==> config.mk <==
export PLATFORM = sky130hd
export DESIGN_NAME = m64282_sensor_emu
export DESIGN_NICKNAME = d
export VERILOG_FILES = /design/src/rtl/m64282_sensor_emu.sv
export SDC_FILE = /design/constraint.sdc
export NUM_CORES = 1
export LEC_CHECK = 0
export BUFFER_PORTS_ARGS = -buffer_cell sky130_fd_sc_hd__buf_2
export CAP_MARGIN = 20
export CORE_AREA = 3 3 159 161
export CTS_CLUSTER_DIAMETER = 60
export DETAILED_ROUTE_END_ITERATION = 12
export DIE_AREA = 0 0 162 164
export GPL_ROUTABILITY_DRIVEN = 0
export GPL_TIMING_DRIVEN = 0
export SKIP_LAST_GASP = 1
export SLEW_MARGIN = 30
export SYNTH_ARGS = -nofsm -noshare
export SYNTH_HDL_FRONTEND = slang
export SYNTH_SLANG_ARGS = --single-unit
==> constraint.sdc <==
create_clock -name sys_clock -period 3 [get_ports sys_clock]
set_clock_uncertainty 0.1 [all_clocks]
set_input_delay 0.6 -clock sys_clock [delete_from_list [all_inputs] [get_ports sys_clock]]
set_output_delay 0.6 -clock sys_clock [all_outputs]
set_load 0.05 [all_outputs]
==> src/rtl/m64282_sensor_emu.sv <==
// -----------------------------------------------------------------------------
// m64282_sensor_emu
//
// Responder-side model of the M64282FP image sensor. It listens on the sens_*
// pins driven by the camera cart logic, holds the eight 8-bit sensor registers
// loaded through the serial port, runs an exposure of programmable length and
// then streams a deterministic test pattern so captured frames are bit-checkable.
//
// Ports
//   sys_clock   in   system clock, sole clock of the block
//   resetn      in   asynchronous active-low reset
//   sens_xck    in   sensor clock (asynchronous, at most sys_clock/8)
//   sens_reset  in   sensor reset, active low, acts on its synchronized level
//   sens_sin    in   serial register data, MSB first
//   sens_load   in   register latch strobe, high with the last serial bit
//   sens_start  in   exposure start, sampled on XCK rise
//   sens_read   out  high while the frame is being read out
//   pix_data    out  current pixel value
//   pix_valid   out  one-sys_clock pulse per pixel
//   busy        out  high while exposing or reading out
//   dbg_addr    in   register readback select
//   dbg_data    out  reg[dbg_addr], combinational
// -----------------------------------------------------------------------------
module m64282_sensor_emu #(
    parameter int WIDTH       = 128,
    parameter int HEIGHT      = 128,
    parameter int EXP_UNIT    = 8,
    parameter int SYNC_STAGES = 2
) (
    input  logic       sys_clock,
    input  logic       resetn,
    input  logic       sens_xck,
    input  logic       sens_reset,
    input  logic       sens_sin,
    input  logic       sens_load,
    input  logic       sens_start,
    output logic       sens_read,
    output logic [7:0] pix_data,
    output logic       pix_valid,
    output logic       busy,
    input  logic [2:0] dbg_addr,
    output logic [7:0] dbg_data
);

    // Counters are at least 7 bits wide because the pattern always uses x[6:0], y[6:0].
    localparam int XW = ($clog2(WIDTH)  < 7) ? 7 : $clog2(WIDTH);
    localparam int YW = ($clog2(HEIGHT) < 7) ? 7 : $clog2(HEIGHT);

    localparam logic [1:0] ST_IDLE    = 2'd0;
    localparam logic [1:0] ST_EXPOSE  = 2'd1;
    localparam logic [1:0] ST_READOUT = 2'd2;

    // ---------------------------------------------------------------------
    // Input synchronizers. Bit order in each stage: {reset, start, load, sin, xck}.
    // ---------------------------------------------------------------------
    logic [4:0] sync_q [SYNC_STAGES];
    logic       xck_prev_q;
    logic       xck_s, sin_s, load_s, start_s, srst;
    logic       xck_rise, xck_fall;

    assign xck_s    = sync_q[SYNC_STAGES-1][0];
    assign sin_s    = sync_q[SYNC_STAGES-1][1];
    assign load_s   = sync_q[SYNC_STAGES-1][2];
    assign start_s  = sync_q[SYNC_STAGES-1][3];
    assign srst     = ~sync_q[SYNC_STAGES-1][4];
    assign xck_rise = xck_s & ~xck_prev_q;
    assign xck_fall = ~xck_s & xck_prev_q;

    // The synchronizers only see resetn; a sensor reset must not stall edge detection.
    always_ff @(posedge sys_clock or negedge resetn) begin
        if (!resetn) begin
            for (int i = 0; i < SYNC_STAGES; i++) sync_q[i] <= '0;
            xck_prev_q <= 1'b0;
        end else begin
            // NOTE: non-blocking assignments make every stage sample the old value of
            // its predecessor, which is what turns this loop into a shift chain.
            sync_q[0] <= {sens_reset, sens_start, sens_load, sens_sin, sens_xck};
            for (int i = 1; i < SYNC_STAGES; i++) sync_q[i] <= sync_q[i-1];
            xck_prev_q <= xck_s;
        end
    end

    // ---------------------------------------------------------------------
    // Serial register port. Only the low 10 bits of the shifter are kept: the
    // eleventh bit of a word is the incoming sin itself.
    // ---------------------------------------------------------------------
    logic [7:0]  regs_q [8];
    logic [7:0]  regs_d [8];
    logic [9:0]  shift_q, shift_d;
    logic [10:0] ser_word;

    assign ser_word = {shift_q, sin_s};

    always_comb begin
        // NOTE: every variable gets a default before any condition so this block
        // stays purely combinational instead of inferring latches.
        regs_d  = regs_q;
        shift_d = shift_q;
        if (xck_rise) begin
            shift_d = ser_word[9:0];
            if (load_s) regs_d[ser_word[10:8]] = ser_word[7:0];
        end
        if (srst) begin
            regs_d  = '{default: '0};
            shift_d = '0;
        end
    end

    // Exposure length taken from the post-write register view, so a LOAD and a
    // START in the same sample start with the freshly written count.
    logic [15:0] c_word;
    logic [19:0] c_eff, exp_len;

    assign c_word  = {regs_d[2], regs_d[3]};
    assign c_eff   = (c_word == 16'd0) ? 20'd1 : {4'd0, c_word};
    assign exp_len = c_eff * 20'(EXP_UNIT);

    // ---------------------------------------------------------------------
    // Exposure / readout state machine
    // ---------------------------------------------------------------------
    logic [1:0]    state_q, state_d;
    logic [19:0]   exp_cnt_q, exp_cnt_d;
    logic [XW-1:0] x_q, x_d;
    logic [YW-1:0] y_q, y_d;
    logic [7:0]    pix_data_q, pix_data_d, base;
    logic          pix_valid_q, pix_valid_d;

    // Sum of two 7-bit values never exceeds 254, so 8 bits hold it exactly.
    assign base = 8'(x_q[6:0]) + 8'(y_q[6:0]);

    always_comb begin
        state_d     = state_q;
        exp_cnt_d   = exp_cnt_q;
        x_d         = x_q;
        y_d         = y_q;
        pix_data_d  = pix_data_q;
        pix_valid_d = 1'b0;
        case (state_q)
            ST_IDLE: begin
                if (xck_rise && start_s) begin
                    exp_cnt_d = exp_len;
                    state_d   = ST_EXPOSE;
                end
            end
            ST_EXPOSE: begin
                if (xck_rise) begin
                    exp_cnt_d = exp_cnt_q - 20'd1;
                    if (exp_cnt_d == 20'd0) begin
                        state_d = ST_READOUT;
                        x_d     = '0;
                        y_d     = '0;
                    end
                end
            end
            ST_READOUT: begin
                if (xck_fall) begin
                    // reg[0] is read live: an inversion change hits the next pixel.
                    pix_data_d  = regs_q[0][7] ? ~base : base;
                    pix_valid_d = 1'b1;
                    if (x_q == XW'(WIDTH - 1)) begin
                        x_d = '0;
                        if (y_q == YW'(HEIGHT - 1)) begin
                            y_d     = '0;
                            state_d = ST_IDLE;
                        end else begin
                            y_d = y_q + YW'(1);
                        end
                    end else begin
                        x_d = x_q + XW'(1);
                    end
                end
            end
            default: state_d = ST_IDLE;
        endcase
        if (srst) begin
            state_d     = ST_IDLE;
            exp_cnt_d   = '0;
            x_d         = '0;
            y_d         = '0;
            pix_data_d  = '0;
            pix_valid_d = 1'b0;
        end
    end

    always_ff @(posedge sys_clock or negedge resetn) begin
        if (!resetn) begin
            // NOTE: the register file is eight flops-wide words, not a RAM, so it is
            // reset like any other state and reads back 0 straight out of reset.
            for (int i = 0; i < 8; i++) regs_q[i] <= '0;
            shift_q     <= '0;
            state_q     <= ST_IDLE;
            exp_cnt_q   <= '0;
            x_q         <= '0;
            y_q         <= '0;
            pix_data_q  <= '0;
            pix_valid_q <= 1'b0;
        end else begin
            for (int i = 0; i < 8; i++) regs_q[i] <= regs_d[i];
            shift_q     <= shift_d;
            state_q     <= state_d;
            exp_cnt_q   <= exp_cnt_d;
            x_q         <= x_d;
            y_q         <= y_d;
            pix_data_q  <= pix_data_d;
            pix_valid_q <= pix_valid_d;
        end
    end

    assign sens_read = (state_q == ST_READOUT);
    assign busy      = (state_q != ST_IDLE);
    assign pix_data  = pix_data_q;
    assign pix_valid = pix_valid_q;
    assign dbg_data  = regs_q[dbg_addr];

endmodule

Word level (Yosys, flattened, before mapping)
Cells that the tools add are included.
{ "totals": {"register_bits": 130, "word_cells": 102, "inputBits": 10} }
{ "classes": {"addsub": 4, "eq_ne": 16, "reduce_logical": 12, "magnitude_cmp": 3, "muxes": 42, "n_bitwise": 7} }
{ "ops": {"columns": ["operator", "n"], "rows": [
  ["64-bit 2-to-1 mux", 3],
  ["64-bit bitwise mux", 1],
  ["7-bit 2-to-1 mux", 9],
  ["20-bit 2-to-1 mux", 3],
  ["8-bit 2-to-1 mux", 7],
  ["20-bit one-hot mux with 2 select lines", 1],
  ["7-bit one-hot mux with 2 select lines", 2],
  ["8-bit binary-select mux with 3-bit select", 1],
  ["8-bit demux with 3-bit select", 1],
  ["20-bit logical NOT", 1],
  ["10-bit 2-to-1 mux", 2],
  ["20-bit by 1-bit subtractor with 20-bit output (second input constant)", 1],
  ["16-bit logical NOT", 1],
  ["16-bit 2-to-1 mux", 1],
  ["7-bit by 1-bit adder with 7-bit output (second input constant)", 2],
  ["7-bit == test (second input constant)", 2],
  ["2-bit 2-to-1 mux", 7],
  ["3-bit by 2-bit != test with 1-bit output (second input constant)", 4],
  ["3-bit != test (second input constant)", 3],
  ["7-bit by 7-bit adder with 8-bit output", 1],
  ["4-bit >= comparator (second input constant)", 2],
  ["3-bit NOT with 4-bit output", 2],
  ["8-bit NOT", 1],
  ["2-bit one-hot mux with 3 select lines", 1],
  ["other kinds (17)", 25]
]} }

Depth between registers and ports, before layout
Gate-level depths: netlist of the first run.
{ "logic_depth": {"depth_word": 14, "mapped_depth": 9, "ltp_nobuf": 8} }

Least setup slack after synthesis of the first run
Ideal clock, no wire load.
{ "synth_path": {"kind": "input to output", "start": "in dbg_addr[0]", "end": "out dbg_data[0]", "slack_ns": -0.171, "t_required_ns": 2.300, "arrival_time_ns": 2.471, "n_path_buf": 2, "stages": 4, "cell_sequence": "clkbuf_1 buf_1 mux4_2 mux2_2"} }
{ "synth_between": {"elab_chain_cells": 4} }
{ "synth_rtl": {"columns": ["element", "line_no", "rtl"], "rows": [
  ["from (decl)", "41", "input logic [2:0] dbg_addr,"],
  ["3-bit NOT with 4-bit output (not written as such)", "213", "assign dbg_data = regs_q[dbg_addr];"],
  ["8-bit binary-select mux with 3-bit select", "213", null],
  ["8-bit 2-to-1 mux (not written as such) (2 in series)", "213", null],
  ["to (decl)", "42", "output logic [7:0] dbg_data"]
]} }
No other way between the ends. The select of a mux whose other input is x is not followed.

Worst setup path after layout of the first run
{ "layout_path": {"start": "in dbg_addr[1]", "end": "out dbg_data[6]"} }
The elaborated chain is that of the path after synthesis.

==> results of run 1 <==
==> power breakdown <==
group / internal, mW / total (mW) / switching [mW] / leakage [nW]
combinational: 0.282 / 0.758 / 0.476 / 1.54
clock: 1.43 / 2.26 / 0.835 / 0.312
sequential: 1.82 / 1.91 / 0.0897 / 1.78
==> area by class of cell <==
class                           instances  area [um^2]  area share
Multi-Input combinational cell        507         3560       0.433
Sequential cell                       130         3250       0.395
Clock buffer                           18          439      0.0533
Tap cell                              324          405      0.0492
Clock inverter                         14          199      0.0242
Buffer                                 45          185      0.0225
Timing Repair Buffer                   26          163      0.0198
Inverter                                7         26.3     0.00319
==> cells by family (layout without fill, tap and decap cells) <==
| logic type | count (synthesis) | after routing | share of synthesized area |
|---|---|---|---|
| buffers and inverters | 52 | 110 | 0.0293 |
| AOI/OAI and AO/OA | 123 | 123 | 0.112 |
| and+or+nand+nor | 261 | 261 | 0.181 |
| muxes | 94 | 94 | 0.166 |
| xor gates and xnor gates | 17 | 17 | 0.0224 |
| DFF | 130 | 130 | 0.467 |
| adders and majority gates | 12 | 12 | 0.0226 |
==> registers in the layout, indices dropped and copies added, names as in the netlist <==
name        cells
xck_prev_q      1
state_q         2
x_q             7
pix_data        8
ser_word        1
shift_q        10
y_q             7
load_s          1
pix_valid       1
start_s         1
regs_q         64
exp_cnt_q      20
sync_q          7
==> placed cells by master, fill, tap and decap left out, types with 4 or more instances in the layout <==
cell type  count
dfrtp_1      130
nor2_1        88
nand2_1       73
mux2i_1       66
o21ai_0       38
clkbuf_1      32
a21oi_1       27
buf_2         25
clkbuf_16     17
nand3_1       16
mux4_2        16
mux2_2        12
xnor2_1       12
nor4_1        10
a21o_1        10
or4_1         10
ha_1          10
nor3_1         8
nand2b_1       7
buf_1          7
a31oi_1        7
inv_1          6
and3_1         6
a22oi_1        6
nand4_1        5
inv_6          5
nor2b_1        4
nand3b_1       4
xor2_1         4
or3_1          4
bufinv_16      4
==> synthesized netlist by cell type, types with 7 or more instances <==
cell and count:
a31oi_1 8, clkbuf_1 34, nand2b_1 7, nor3_1 8, ha_1 11, dfrtp_1 130, o21ai_0 38, or4_1 10
a21oi_1 27, mux4_2 16, nand2_1 73, nand3_1 16, mux2i_1 66, nor2_1 90, a21o_1 10, nor4_1 13
mux2_2 12, xnor2_1 12, buf_1 9
==> through the flow <==
step	util	setup TNS [ns]	total power, mW
floorplan	-	0	2.43
global placement	0.311	-94.44	2.64
detailed placement	0.313	-4.59	2.65
CTS	0.340	0	4.92
global route	0.342	0	5.13
finish	0.342	0	4.92
==> routing by layer <==
metal / track usage / vias to the layer above / share of wire
met5: 0 / - / 0
met4: 0.0589 / 0 / 0.017
met3: 0.0277 / 21 / 0.041
met2: 0.220 / 139 / 0.46
met1: 0.195 / 2779 / 0.48
li1: - / 2595 / -
==> worst max path at each step <==
stage                   to  slack [ns]  depth (start not counted)
2_1_floorplan  dbg_data[0]        0.07                          4
3_3_place_gp   pix_data[5]       -0.71                          1
3_5_place_dp   dbg_data[6]       -0.31                          5
4_1_cts         state_q[0]        0.02                          9
5_1_grt             x_q[5]       0.006                          8
6_report       dbg_data[6]        0.08                          5
==> worst max-delay path, stage by stage <==
cell and delay [ns]:
clkbuf_1 0.34, clkbuf_2 0.39, mux4_2 0.37, mux2_2 0.29
buf_2 0.21
==> timing repair <==
| item | 4_1_cts | 5_1_grt |
|---|---|---|
| gates resized for setup | 4 | 7 |
| setup buffers | 0 | 0 |
| setup endpoints to repair | 23 | 16 |
| hold buffers | 0 | 0 |
==> results.sh, run 1 <==
export IMPL_status="completed"
export IMPL_finalNetCount=756
export IMPL_grt_use_total=0.142
export IMPL_place_area_mm2=0.00754
export IMPL_async_flop_share=1.00
export IMPL_drv_cap=0
export IMPL_finalSetupViolations=0
export IMPL_synth_edf_count=0
export IMPL_netlist_area_mm2=0.00697
export IMPL_avgSynthCellArea_um2=10.1
export IMPL_cp_end_kind="output port"
export IMPL_leakage_nw=3.63
export IMPL_power_density_mw_per_mm2=598
export IMPL_rows=57
export IMPL_grt_pass1_vias=5474
export IMPL_fillers=2462
export IMPL_fin_cells=1071
export IMPL_worstPathRequired_ns=2.30
export IMPL_yosysTopAreaCellShare=0.467
export IMPL_area_growth_syn_to_layout_pct=18.2
export IMPL_clock_latency_ns=0.42
export IMPL_dp_cells=1039
export IMPL_antenna_found_initial=0
export IMPL_synth_cell_types=64
export IMPL_hold_path_class="in -> async"
export IMPL_crit_fanout=10
export IMPL_grt_max_degree=72
export IMPL_r2r_slack_ns=0.09
export IMPL_synth_fp_nets=711
export IMPL_drt_iter0_drc=517
export IMPL_vdd_drop_max_uv=409
export IMPL_synthTopCellsByArea="dfrtp_1 47%, mux2i_1 9.5%, mux4_2 5.2%"
export IMPL_r2r_cells=8
export IMPL_max_clock_path_buffers=2
export IMPL_start_util=0.289
export IMPL_first_pass_iters=5
export IMPL_yosysTopAreaCell="dfrtp_1"
export IMPL_fin_crit_ns=2.92
export IMPL_htreeDepth=4
export IMPL_die_area_mm2=0.0266
export IMPL_period_share=0.974
export IMPL_die_y_um=164
export IMPL_ys_warn_count=0
export IMPL_cts_inserted_buffers=17
export IMPL_coreArea_mm2=0.0241
export IMPL_fin_ws_ns=0.0790
export IMPL_routedWlPerCell_um=16.8
export IMPL_slew_violations=0
export IMPL_crit_path_start="dbg_addr[1]"
export IMPL_vias_per_cell=5.17
export IMPL_dieWidth_um=162
export IMPL_ys_seq_area_frac=0.467
export IMPL_dp_final_hpwl_um=12400
export IMPL_port_buffers=25
export IMPL_worst_pin_slew_ns=0.925
export IMPL_rr_endpoint="x_q[5]"
export IMPL_cts_root_buffer="clkbuf_16"
export IMPL_cts_tree="yes"
export IMPL_ys_ff_latch=130
export IMPL_ios=29
export IMPL_diodes=0
export IMPL_clock_sinks=130
export IMPL_clk_pin_slew_ns=0.06
export IMPL_via_count=5534
export IMPL_cp_arrival_ns=2.22
export IMPL_drc=0
export IMPL_crit_type="in -> out"
export IMPL_relSlewSlack=0.380
export IMPL_pre_cts_ws_ns=-0.306
export IMPL_routed_wirelength_um=18000
export IMPL_r2r_start="exp_cnt_q[0]"
export IMPL_rsz0062_at_grt="false"
export IMPL_start_kind="input port"
export IMPL_grt_pass1_wl_um=29700
export IMPL_clock_fmax_mhz=342
export IMPL_ant_nets=0
export IMPL_gr_total_overflow=0
export IMPL_post_route_cell_area_mm2=0.00823
export IMPL_synth_flop_cell="dfrtp_1"
export IMPL_drive_gt1_frac=0.147
export IMPL_finalHoldViolations=0
export IMPL_syn_instance_count=689
export IMPL_whs_ns=0.00326
No activity file was read; power rests on OpenSTA's default activity.
==> run 2, diff against run 1 <==
--- a/config.mk
+++ b/config.mk
@@ -5,6 +5,7 @@
 export SDC_FILE = /design/constraint.sdc
 export NUM_CORES = 1
 export LEC_CHECK = 0
+export ABC_AREA = 1
 export BUFFER_PORTS_ARGS = -buffer_cell sky130_fd_sc_hd__buf_2
 export CAP_MARGIN = 20
 export CORE_AREA = 3 3 159 161
==> results.sh, run 2 <==
export IMPL_status="completed"
export IMPL_crit_path_frequent_cell="buf_2"
export IMPL_crit_chain="buf_2 -> inv_1 -> clkbuf_1 -> a21oi_1 -> o21ai_0 -> a31oi_2 -> buf_2"
export IMPL_leakage_nw=3.87
export IMPL_synth_edf_count=0
export IMPL_drt_iter0_drc=538
export IMPL_period_share=0.958
export IMPL_finalHoldViolations=0
export IMPL_mostFrequentLayoutCells="200 x nand2_1, 130 x dfrtp_1, 108 x o21ai_0, 102 x inv_1, 77 x nor2_1"
export IMPL_worstPathRequired_ns=2.30
export IMPL_synth_fp_nets=904
export IMPL_ys_ff_latch=130
export IMPL_ys_seq_area_frac=0.468
export IMPL_die_y_um=164
export IMPL_hold_path_class="in -> async"
export IMPL_fin_util=0.339
export IMPL_die_area_mm2=0.0266
export IMPL_power_density_mw_per_mm2=789
export IMPL_cts_root_buffer="clkbuf_16"
export IMPL_final_common_cell="nand2_1"
export IMPL_start_util=0.288
export IMPL_coreArea_mm2=0.0241
export IMPL_yosysTopAreaCell="dfrtp_1"
export IMPL_grt_pass1_wl_um=30000
export IMPL_synth_most_common_cell="nand2_1"
export IMPL_finalSetupViolations=0
export IMPL_async_flop_share=1.00
export IMPL_cp_end_kind="output port"
export IMPL_antenna_found_initial=0
export IMPL_via_count=5912
export IMPL_slew_violations=0
export IMPL_cts_inserted_buffers=17
export IMPL_cp_slowest_cell="clkbuf_1"
export IMPL_port_buffers=26
export IMPL_largest_registers="regs_q x64, exp_cnt_q x20, shift_q x10"
export IMPL_dieWidth_um=162
export IMPL_cp_arrival_ns=2.17
export IMPL_finalNetCount=948
export IMPL_yosysTopAreaCellShare=0.468
export IMPL_grt_max_degree=72
export IMPL_synth_flop_cell="dfrtp_1"
export IMPL_pwr_share_seq=0.313
export IMPL_clkPwrFrac=0.325
export IMPL_regMostFlops="regs_q"
export IMPL_first_pass_iters=5
export IMPL_place_area_mm2=0.00757
export IMPL_comb_power_share=0.361
export IMPL_crit_type="in -> out"
export IMPL_fin_tns_setup_ns=0
export IMPL_routed_wirelength_um=18000
export IMPL_rows=57
export IMPL_avgSynthCellArea_um2=7.88
export IMPL_clk_pin_slew_ns=0.06
export IMPL_cts_tree="yes"
export IMPL_post_route_cell_area_mm2=0.00817
export IMPL_vias_per_cell=4.68
export IMPL_whs_ns=0.0131
export IMPL_seqCellArea_mm2=0.00325
export IMPL_ctsHoldBuffers=0
export IMPL_syn_instance_count=882
export IMPL_vdd_drop_max_uv=363
export IMPL_p_switching_mw=2.52
export IMPL_max_clock_path_buffers=2
export IMPL_routedWlPerCell_um=14.3
export IMPL_max_stage_delay_ns=0.28
export IMPL_largest_reg_flops=64
export IMPL_post_cts_buffers=0
export IMPL_fin_crit_ns=2.87
export IMPL_netlist_area_mm2=0.00695
export IMPL_swShare=0.391
export IMPL_r2r_cells=16
export IMPL_drc=0
export IMPL_power_internal_mw=3.93
export IMPL_drv_cap=0
export IMPL_grt_pass1_vias=5776
export IMPL_clock_latency_ns=0.42
export IMPL_diodes=0
export IMPL_grt_use_total=0.141
export IMPL_drive_gt1_frac=0.134
export IMPL_dp_final_hpwl_um=13400
export IMPL_clock_sinks=130
export IMPL_crit_fanout=16
export IMPL_multi_input_area_mm2=0.00323
export IMPL_relSlewSlack=0.636
export IMPL_ios=29
export IMPL_clock_fmax_mhz=348
export IMPL_synthTopCellsByArea="dfrtp_1 47%, nand2_1 11%, o21ai_0 7.9%"
export IMPL_ys_warn_count=0
export IMPL_synthTopCellsByCount="200 x nand2_1, 130 x dfrtp_1, 109 x o21ai_0"
export IMPL_htreeDepth=4
export IMPL_rsz0062_at_grt="true"
export IMPL_gr_total_overflow=0
export IMPL_ant_nets=0
export IMPL_area_growth_syn_to_layout_pct=17.6
export IMPL_fillers=2573
export IMPL_start_kind="input port"
export IMPL_worst_pin_slew_ns=0.546
export IMPL_synth_cell_types=41
run 2: stage by stage:
step                setup slack [ns]  power (mW)  cells
floorplan                      0.221        3.82    882
global placement              -0.665        4.34   1232
detailed placement           -0.0598        4.36   1233
CTS                           0.0444        6.49   1264
global route                -0.00293        6.89   1262
finish                         0.127        6.45   1262
run 2: kinds of logic (layout without fill, tap and decap cells):
| kind of cell | after synthesis | after routing | share of synthesized area |
|---|---|---|---|
| flops | 130 | 130 | 0.468 |
| simple gates | 379 | 379 | 0.243 |
| compound gates | 212 | 212 | 0.170 |
| xor+xnor | 17 | 17 | 0.0214 |
| fa+ha+maj | 12 | 12 | 0.0227 |
| buf+inv | 132 | 188 | 0.0749 |
run 2: path summary, 6_finish.rpt:
check,slack [ns],from,end
max in group asynchronous,2.06,resetn,sync_q[4]
hold reg to reg,0.25,sync_q[5],sync_q[0]
setup / recovery,0.13,dbg_addr[1],dbg_data[6]
min in group sys_clock,0.19,sens_load,sync_q[7]
hold / removal,0.01,resetn,regs_q[22]
setup reg to reg,0.53,exp_cnt_q[1],y_q[6]
run 2: what timing repair did:
item | in CTS | in global routing
hold endpoints to repair | 0 | 0
resized for setup | 7 | 4
setup endpoints to repair | 7 | 8
run 2: final cells by class:
type                    count  area share
repair buffers             27      0.0217
flip-flops and latches    130       0.398
clock buffers              21      0.0563
well taps                 324      0.0496
plain buffers              22      0.0138
clock inverters            10      0.0164
multi-input cells         620       0.395
inverters                 108      0.0496
run 2: critical path, delay by kind of cell:
family | cells | cell delay, ns
buffers and inverters | 4 | 1.05
AOI/OAI and AO/OA | 3 | 0.52
run 2: per-layer routing:
layer	part of all wire	global-route usage	vias to the layer above
met3	0.045	0.0318	22
met5	0	0	-
met1	0.49	0.197	2769
met2	0.45	0.219	120
met4	0.016	0.0442	0
li1	-	-	3001
run 2: power groups by stage:
stage	sequential, mW	combinational [mW]	clock (mW)
global route	2.04	2.63	2.23
finish	2.02	2.33	2.10
detailed placement	2.04	2.32	0
floorplan	2.01	1.81	0
CTS	2.02	2.34	2.14
global placement	2.04	2.30	0
